File: src/rtl/mem_access_unit_pkg.sv
// Shared load/store constants: memControl op/size codes, error causes,
// LSU state encodings and the alignment rule.
package mem_access_unit_pkg;

   localparam logic [1:0] MEMOP_NONE  = 2'b00;
   localparam logic [1:0] MEMOP_LOAD  = 2'b01;
   localparam logic [1:0] MEMOP_STORE = 2'b10;

   localparam logic [1:0] MEMSZ_B = 2'b00;
   localparam logic [1:0] MEMSZ_H = 2'b01;
   localparam logic [1:0] MEMSZ_W = 2'b10;

   localparam logic [1:0] ERR_NONE     = 2'b00;
   localparam logic [1:0] ERR_MISALIGN = 2'b01;
   localparam logic [1:0] ERR_BUS      = 2'b10;
   localparam logic [1:0] ERR_TIMEOUT  = 2'b11;

   typedef enum logic [1:0] {
      ST_IDLE = 2'b00,
      ST_BUS  = 2'b01,
      ST_DONE = 2'b10
   } lsu_state_e;

   // Size 11 is reported as misaligned as well.
   function automatic logic is_misaligned(
      input logic [1:0] size,
      input logic [1:0] lo
   );
      logic bad;
      bad = 1'b1;
      case (size)
         MEMSZ_B: bad = 1'b0;
         MEMSZ_H: bad = lo[0];
         MEMSZ_W: bad = |lo;
         default: bad = 1'b1;
      endcase
      return bad;
   endfunction

endpackage

File: src/rtl/mem_lane_align.sv
// Byte-lane steering: store replication and byte enables, plus load
// lane extraction with sign/zero extension.
module mem_lane_align
   import mem_access_unit_pkg::*;
(
   input  logic [1:0]  size,
   input  logic [1:0]  addrLo,
   input  logic        loadUnsigned,
   input  logic [31:0] storeData,
   input  logic [31:0] rdata,
   output logic [3:0]  be,
   output logic [31:0] wdata,
   output logic [31:0] ldata
);

   logic [7:0]  lb;
   logic [15:0] lh;

   always_comb begin
      be    = 4'b0000;
      wdata = storeData;
      ldata = rdata;
      lb    = rdata[{addrLo, 3'b000} +: 8];
      lh    = addrLo[1] ? rdata[31:16] : rdata[15:0];
      unique case (size)
         MEMSZ_B: begin
            be    = 4'b0001 << addrLo;
            wdata = {4{storeData[7:0]}};
            ldata = {{24{lb[7] & ~loadUnsigned}}, lb};
         end
         MEMSZ_H: begin
            be    = addrLo[1] ? 4'b1100 : 4'b0011;
            wdata = {2{storeData[15:0]}};
            ldata = {{16{lh[15] & ~loadUnsigned}}, lh};
         end
         MEMSZ_W: begin
            be    = 4'b1111;
         end
         default: begin
            be    = 4'b0000;
         end
      endcase
   end

endmodule

File: src/rtl/mem_access_unit.sv
// Load/store unit: runs one valid/ready data-bus transaction per memControl
// op, stalls the pipeline meanwhile and returns aligned, extended load data.
module mem_access_unit
   import mem_access_unit_pkg::*;
#(
   parameter int TIMEOUT = 16,
   parameter int ADDR_W  = 32
) (
   input  logic              clk,
   input  logic              rstn,
   input  logic [3:0]        memControl,
   input  logic              loadUnsigned,
   input  logic [ADDR_W-1:0] addr,
   input  logic [31:0]       storeData,
   output logic              lsuStall,
   output logic              lsuDone,
   output logic [31:0]       loadData,
   output logic              lsuErr,
   output logic [1:0]        errCause,
   output logic              busValid,
   output logic              busWe,
   output logic [ADDR_W-1:0] busAddr,
   output logic [31:0]       busWdata,
   output logic [3:0]        busBe,
   input  logic              busReady,
   input  logic [31:0]       busRdata,
   input  logic              busErr
);

   lsu_state_e        state_q, state_d;
   logic              we_q, we_d;
   logic [1:0]        size_q, size_d;
   logic              uns_q, uns_d;
   logic [1:0]        lo_q, lo_d;
   logic [ADDR_W-3:0] waddr_q, waddr_d;
   logic [3:0]        be_q, be_d;
   logic [31:0]       wdata_q, wdata_d;
   logic [7:0]        cnt_q, cnt_d;
   logic [31:0]       ldata_q, ldata_d;
   logic [1:0]        cause_q, cause_d;

   logic [1:0]  op;
   logic        idle;
   logic        start;
   logic [1:0]  al_size;
   logic [1:0]  al_lo;
   logic [3:0]  al_be;
   logic [31:0] al_wdata;
   logic [31:0] al_ldata;

   assign op    = memControl[3:2];
   assign idle  = state_q == ST_IDLE;
   assign start = idle && (op == MEMOP_LOAD || op == MEMOP_STORE);

   // One aligner: store side in IDLE, load side from registered fields.
   assign al_size = idle ? memControl[1:0] : size_q;
   assign al_lo   = idle ? addr[1:0] : lo_q;

   mem_lane_align u_align (
      .size         (al_size),
      .addrLo       (al_lo),
      .loadUnsigned (uns_q),
      .storeData    (storeData),
      .rdata        (busRdata),
      .be           (al_be),
      .wdata        (al_wdata),
      .ldata        (al_ldata)
   );

   always_comb begin
      state_d = state_q;
      we_d    = we_q;
      size_d  = size_q;
      uns_d   = uns_q;
      lo_d    = lo_q;
      waddr_d = waddr_q;
      be_d    = be_q;
      wdata_d = wdata_q;
      cnt_d   = cnt_q;
      ldata_d = ldata_q;
      cause_d = cause_q;
      unique case (state_q)
         ST_IDLE: begin
            if (start) begin
               if (is_misaligned(memControl[1:0], addr[1:0])) begin
                  state_d = ST_DONE;
                  cause_d = ERR_MISALIGN;
                  ldata_d = 32'h0;
               end else begin
                  state_d = ST_BUS;
                  we_d    = op == MEMOP_STORE;
                  size_d  = memControl[1:0];
                  uns_d   = loadUnsigned;
                  lo_d    = addr[1:0];
                  waddr_d = addr[ADDR_W-1:2];
                  be_d    = al_be;
                  wdata_d = al_wdata;
                  cnt_d   = 8'd0;
               end
            end
         end
         ST_BUS: begin
            if (busReady) begin
               state_d = ST_DONE;
               if (busErr) begin
                  cause_d = ERR_BUS;
                  ldata_d = 32'h0;
               end else begin
                  cause_d = ERR_NONE;
                  ldata_d = we_q ? 32'h0 : al_ldata;
               end
            end else if (cnt_q == 8'(TIMEOUT - 1)) begin
               state_d = ST_DONE;
               cause_d = ERR_TIMEOUT;
               ldata_d = 32'h0;
            end else begin
               cnt_d = cnt_q + 8'd1;
            end
         end
         ST_DONE: begin
            state_d = ST_IDLE;
            cnt_d   = 8'd0;
         end
         default: begin
            state_d = ST_IDLE;
         end
      endcase
   end

   always_ff @(posedge clk or negedge rstn) begin
      if (!rstn) begin
         state_q <= ST_IDLE;
         we_q    <= 1'b0;
         size_q  <= 2'b00;
         uns_q   <= 1'b0;
         lo_q    <= 2'b00;
         waddr_q <= '0;
         be_q    <= 4'b0000;
         wdata_q <= 32'h0;
         cnt_q   <= 8'd0;
         ldata_q <= 32'h0;
         cause_q <= ERR_NONE;
      end else begin
         state_q <= state_d;
         we_q    <= we_d;
         size_q  <= size_d;
         uns_q   <= uns_d;
         lo_q    <= lo_d;
         waddr_q <= waddr_d;
         be_q    <= be_d;
         wdata_q <= wdata_d;
         cnt_q   <= cnt_d;
         ldata_q <= ldata_d;
         cause_q <= cause_d;
      end
   end

   assign lsuStall = start || state_q == ST_BUS;
   assign lsuDone  = state_q == ST_DONE;
   assign lsuErr   = lsuDone && cause_q != ERR_NONE;
   assign errCause = cause_q;
   assign loadData = ldata_q;
   assign busValid = state_q == ST_BUS;
   assign busWe    = busValid && we_q;
   assign busBe    = busValid ? be_q : 4'b0000;
   assign busAddr  = {waddr_q, 2'b00};
   assign busWdata = wdata_q;

endmodule

File: config.mk
export PLATFORM = sky130hd
export DESIGN_NAME = mem_access_unit
export DESIGN_NICKNAME = d
export VERILOG_FILES = /design/src/rtl/mem_access_unit_pkg.sv /design/src/rtl/mem_lane_align.sv /design/src/rtl/mem_access_unit.sv
export SDC_FILE = /design/constraint.sdc
export NUM_CORES = 1
export LEC_CHECK = 0
export ABC_AREA = 1
export CORE_MARGIN = 4
export CORE_UTILIZATION = 30
export DETAILED_ROUTE_END_ITERATION = 10
export HOLD_SLACK_MARGIN = 0.02
export PLACE_DENSITY = 0.57
export SKIP_CTS_REPAIR_TIMING = 1
export SYNTH_ARGS = -nofsm -noshare
export SYNTH_HDL_FRONTEND = slang
export SYNTH_SLANG_ARGS = --single-unit
File: constraint.sdc
create_clock -name clk -period 2.1 [get_ports clk]
set_input_delay 0.21 -clock clk [delete_from_list [all_inputs] [get_ports clk]]
set_output_delay 0.21 -clock clk [all_outputs]
set_load 0.02 [all_outputs]
# [Yosys cells after proc, flatten, opt, wreduce, memory -nomap -nowiden]
# Cells that the tools add are included.
# W data, S select, Z words.
[totals] inputBits=105 output_inout_bits=107 register_bits=116 wordCells=83
[op_classes] n_mux=34 n_bitwise=4 addsub=1 n_eq_ne=15 shift=2 reduce_logical=16
[op_table] operator="$mux W32" count=6
[op_table] operator="$pmux W32 S2" count=3
[op_table] operator="$mux W8" count=4
[op_table] operator="$shiftx A32 B6 Y8" count=1
[op_table] operator="$pmux W8 S3" count=1
[op_table] operator="$mux W2" count=11
[op_table] operator="$mux W16" count=1
[op_table] operator="$pmux W4 S3" count=1
[op_table] operator="$add A8 B1 Y8 const B" count=1
[op_table] operator="$eq A2 B1 Y1 const B" count=4
[op_table] operator="$eq A2 B2 Y1 const B" count=4
[op_table] operator="$eq A8 B4 Y1 const B" count=1
[op_table] operator="$mux W4" count=2
[op_table] operator="$pmux W2 S2" count=2
[op_table] operator="$logic_not A2 Y1" count=3
[op_table] operator="$ne A2 B2 Y1 const B" count=3
[op_table] operator="$reduce_and A5 Y1" count=1
[op_table] operator="$ne A2 B1 Y1 const B" count=2
[op_table] operator="$reduce_and A4 Y1" count=1
[op_table] operator="$reduce_bool A2 Y1" count=2
[op_table] operator="$shl A1 B2 Y4 const A" count=1
[op_table] operator="$logic_and A1 B1 Y1" count=3
[op_table] operator="$ne A3 B1 Y1 const B" count=1
[op_table] operator="$pmux W1 S3" count=1
[op_table] operator="8 further kinds" count=12

# [Logic depth before layout (Yosys ltp)]
[logic_depth] word_depth=9 ltp_mapped=12 depth_no_buf=11

# [By module]
# A second synthesis with hierarchy kept.
[unflattened] cells_unflattened=861 area_unflattened_um2=6221.0
[modules_own_cells] mod="mem_access_unit" area_each_um2=4928.5 seq_area_each_um2=2902.8 cells_each=571 instances=1
[modules_own_cells] mod="mem_lane_align" area_each_um2=1292.5 seq_area_each_um2=0.0 cells_each=290 instances=1

# [Worst setup path after synthesis]
# Ideal clock, no wire load.
[synth_path] path_kind="flip-flop to flip-flop" from="register, netlist name cnt_q[1]" to="register waddr_q[19]" t_required_ps=1983 arrival_time_ps=1611 synth_period_minus_slack_ps=1728 path_buffers=2 path_stages_with_launch=13 slack_ps=372 setup_ps=117 cell_sequence="dfrtp_1 ha_1 nand2_1 inv_1 nand4_1 nand3_1 nand2_1 nor2_1 inv_2 buf_2 buf_2 nand2_1 nand2_1"
[synth_lines] element="end signal: assignment" line="mem_access_unit.sv:149" text="waddr_q <= waddr_d;"
[synth_lines] element="end: declaration" line="mem_access_unit.sv:35" text="logic [ADDR_W-3:0] waddr_q, waddr_d;"

# [Worst setup path after layout]
[layout_path] from="input memControl[2]" to="output lsuStall"
[layout_via] elab_chain_len=4 word_cells_on_any_way=5 classes_between="2 x eq/ne; 3 x reduce/logical"
[layout_lines] element="start: declaration" line="mem_access_unit.sv:11" text="input logic [3:0] memControl,"
[layout_lines] element="$eq A2 B1 Y1 / $eq A2 B2 Y1 (equally long branches)" line="mem_access_unit.sv:53" text="assign start = idle && (op == MEMOP_LOAD || op == MEMOP_STORE);"
[layout_lines] element="$logic_or A1 B1 Y1 (*)" line="mem_access_unit.sv:53"
[layout_lines] element="$logic_and A1 B1 Y1 (*)" line="mem_access_unit.sv:53"
[layout_lines] element="$logic_or A1 B1 Y1 (*)" line="mem_access_unit.sv:158" text="assign lsuStall = start || state_q == ST_BUS;"
[layout_lines] element="end: declaration" line="mem_access_unit.sv:15" text="output logic lsuStall,"
# Every way passes the cells marked *; elsewhere a longest branch is shown, timed or not.

==> impl_metrics.py <==
metrics = {
    "pwr": {
        "power_density_nw_per_um2": 1599,
        "internal-power_mw": 8.365,
        "p_seq_share_pct": 25.6,
        "switching_share_pct": 41.98,
        "switching_power_mw": 6.052,
        "power.static_leakage_nw": 4.596,
        "clockPowerShare_pct": 21.4,
        "p_comb_share_pct": 52.9,
        "peakVddDrop_uv": 676.1,
    },
    "sta": {
        "finClkSkew_ns": 0.006033,
        "fin_setup_tns_ns": 0,
        "setup_viol": 0,
        "fin_crit_ns": 1.992,
        "slew_violations": 0,
        "fin_crit_sh_pct": 94.87,
        "rsz0062_at_grt": "false",
        "max_freq_ghz": 0.5020,
        "layout_setup_ws_ns": 0.1078,
        "finalHoldViolCount": 0,
    },
    "yosys": {
        "yosys_warnings": 0,
        "yosysSeqAreaShare_pct": 50.38,
        "syn_avg_cell_area_sq_um": 7.406,
        "ys_seq_elements": 116,
        "netlist_area_sq_um": 5762,
        "synthDistinctLibCells": 32,
        "synth_cells": 778,
    },
    "routing": {
        "wl_met1_um": 8860,
        "wl_per_cell_um": 15.62,
        "drtAntennaViolNets": 0,
        "drc": 0,
        "drt-total-wl_um": 19570,
        "wl_met2_um": 8664,
        "drtIter0Drc": 295,
        "dr.pass1.iters": 5,
        "met3_length_um": 1826,
        "highest_layer": "met4",
        "routed_via_density": 4.567,
        "route.vias.total": 5722,
    },
    "global_routing": {
        "grt_use_total_pct": 18.35,
        "antenna_found_initial": 0,
        "grt_start_max_net_pins": 46,
        "grt_first_pass_wirelength_um": 31010,
        "grt_pass1_vias": 5683,
        "gr-total-overflow": 0,
    },
    "placed_design": {
        "place_area_sq_um": 8274,
        "gp_congestion": 0.8256,
        "io_buffers": 209,
        "dpl.hpwl_um": 14460,
        "post-place-ws_ns": 0.006096,
    },
    "critical_path": {
        "critPathKind": "input port to output port",
        "startpoint": "memControl[2]",
        "timing.rr.start": "state_q[1]",
        "cp-start-kind": "input port",
        "crit_end": "lsuStall",
        "r2r_setup_slack_ns": 0.20,
        "crit_fanout": 2,
        "cp.required_ns": 1.89,
        "crit_arrival_ns": 1.78,
        "regToRegEndpoint": "loadData[4]",
        "cp-end-kind": "output port",
        "reg2regPathDepth": 11,
    },
    "cts": {
        "htreeDepth": 4,
        "clk_pin_slew_ns": 0.05,
        "cts_buffers": 17,
        "cts_tree": "built",
        "cts.sinks": 116,
        "cts-root-buf": "clkbuf_16",
        "cts_buffer_depth": 2,
        "clk_latency_ns": 0.42,
    },
    "floorplanning": {
        "start_util_pct": 30.70,
        "core_area_sq_um": 18770,
        "die_area_sq_um": 21490,
        "io_pins": 212,
        "dieWidth_um": 146.6,
        "fp-row-count": 50,
        "die_h_um": 146.6,
    },
    "layout": {
        "nets": 1113,
        "syn2layout_area_growth_pct": 56.53,
        "antennaDiodeCount": 0,
        "fin_area_sq_um": 9019,
        "fill_cells": 1867,
        "drive_above_1_share_pct": 8.538,
        "final_core_util_pct": 48.05,
    },
    "job": {
        "drv_cap": 0,
    },
    "hold_path": {
        "hold_class": "input port to async pin",
    },
    "outcome": {
        "status": "finished, final reports clean",
    },
}
==> critical path: stages <==
cell and delay (ns):
clkdlybuf4s50_1 0.45, inv_1 0.04, ha_1 0.31, a21oi_1 0.15, clkdlybuf4s50_1 0.63
==> power groups by stage <==
stage                     clock [mW]  combinational [mW]  sequential [mW]
after floorplan                    0                3.20             4.65
after global placement             0                7.50             3.72
after detailed placement           0                7.54             3.71
after CTS                       3.16                7.57             3.71
after global routing            3.25                8.41             3.82
final                           3.09                7.63             3.70
==> through the flow <==
step	hold slack [ns]	power, mW	instances
CTS	-0.2683	14.43	1246
finish	0.2777	14.42	1253
floorplan	-0.08559	7.858	779
detailed placement	0.1875	11.25	1214
global placement	0.1843	11.22	1214
global route	0.3090	15.49	1253
==> worst min-delay path by stage <==
stage / startpoint / end / slack, ns / depth (start not counted)
floorplan: rstn / be_q[0] / -0.09 / 0
global placement: rstn / loadData[25] / 0.18 / 1
detailed placement: rstn / loadData[25] / 0.19 / 1
CTS: rstn / loadData[25] / -0.27 / 1
global route: rstn / loadData[25] / 0.31 / 2
finish: rstn / loadData[25] / 0.28 / 2
==> metal layers <==
metal	GRT usage, %	vias up
li1	-	2889
met3	7.852	16
met2	27.77	204
met4	4.704	0
met5	0	-
met1	24.23	2613
==> kinds of logic after synthesis <==
logic type                 share of synthesized area (%)
xor gates and xnor gates                          0.7602
buffers and inverters                              6.537
and+or+nand+nor                                    33.05
other                                            0.06508
AOI/OAI and AO/OA                                  8.773
adders and majority gates                         0.4342
DFF                                                50.38
==> flip-flops by register name, summed over array words and instances (netlist names) <==
signal,flops
be_q,4
busWdata,32
cnt_q,8
errCause,2
lo_q,2
loadData,32
size_q,2
state_q,2
uns_q,1
waddr_q,30
we_q,1
==> cell usage after synthesis, drive strengths merged <==
master  number  area share (%)
nand2      367              24
dfrtp      116              50
o21ai       70             6.5
nor2        63             4.8
inv         54             3.6
nand3       34             3.0
buf         19             1.9
clkbuf      16             1.0
a21oi       15             1.3
a31oi        8            0.87
nand4        4            0.69
xor2         3            0.46
ha           2            0.43
nor3         2            0.26
xnor2        2            0.30
conb         1           0.065
o21a         1            0.13
or2          1            0.11
==> layout by cell type (no fill, tap or decap), drive strengths merged <==
cell type	n
clkdlybuf4s50	200
nand3	34
clkinvlp	2
conb	2
o21a	1
dfrtp	116
ha	2
o21ai	70
nor2	63
nand4	4
a31oi	8
clkinv	6
nor3	2
xor2	3
inv	54
or2	1
dlymetal6s2s	8
a21oi	15
xnor2	2
nand2	367
clkbuf	21
dlygate4sd3	1
bufinv	4
buf	33
==> area by class of cell <==
class | instances | area [sq um] | area share, %
clock buffers | 20 | 446.7 | 4.953
clock inverters | 12 | 180.2 | 1.998
inverters | 54 | 205.2 | 2.275
multi-input cells | 574 | 2506 | 27.79
flip-flops and latches | 116 | 2903 | 32.19
well taps | 234 | 292.8 | 3.246
repair buffers | 243 | 2485 | 27.55
Note: power is estimated with default switching activity, not from simulation.
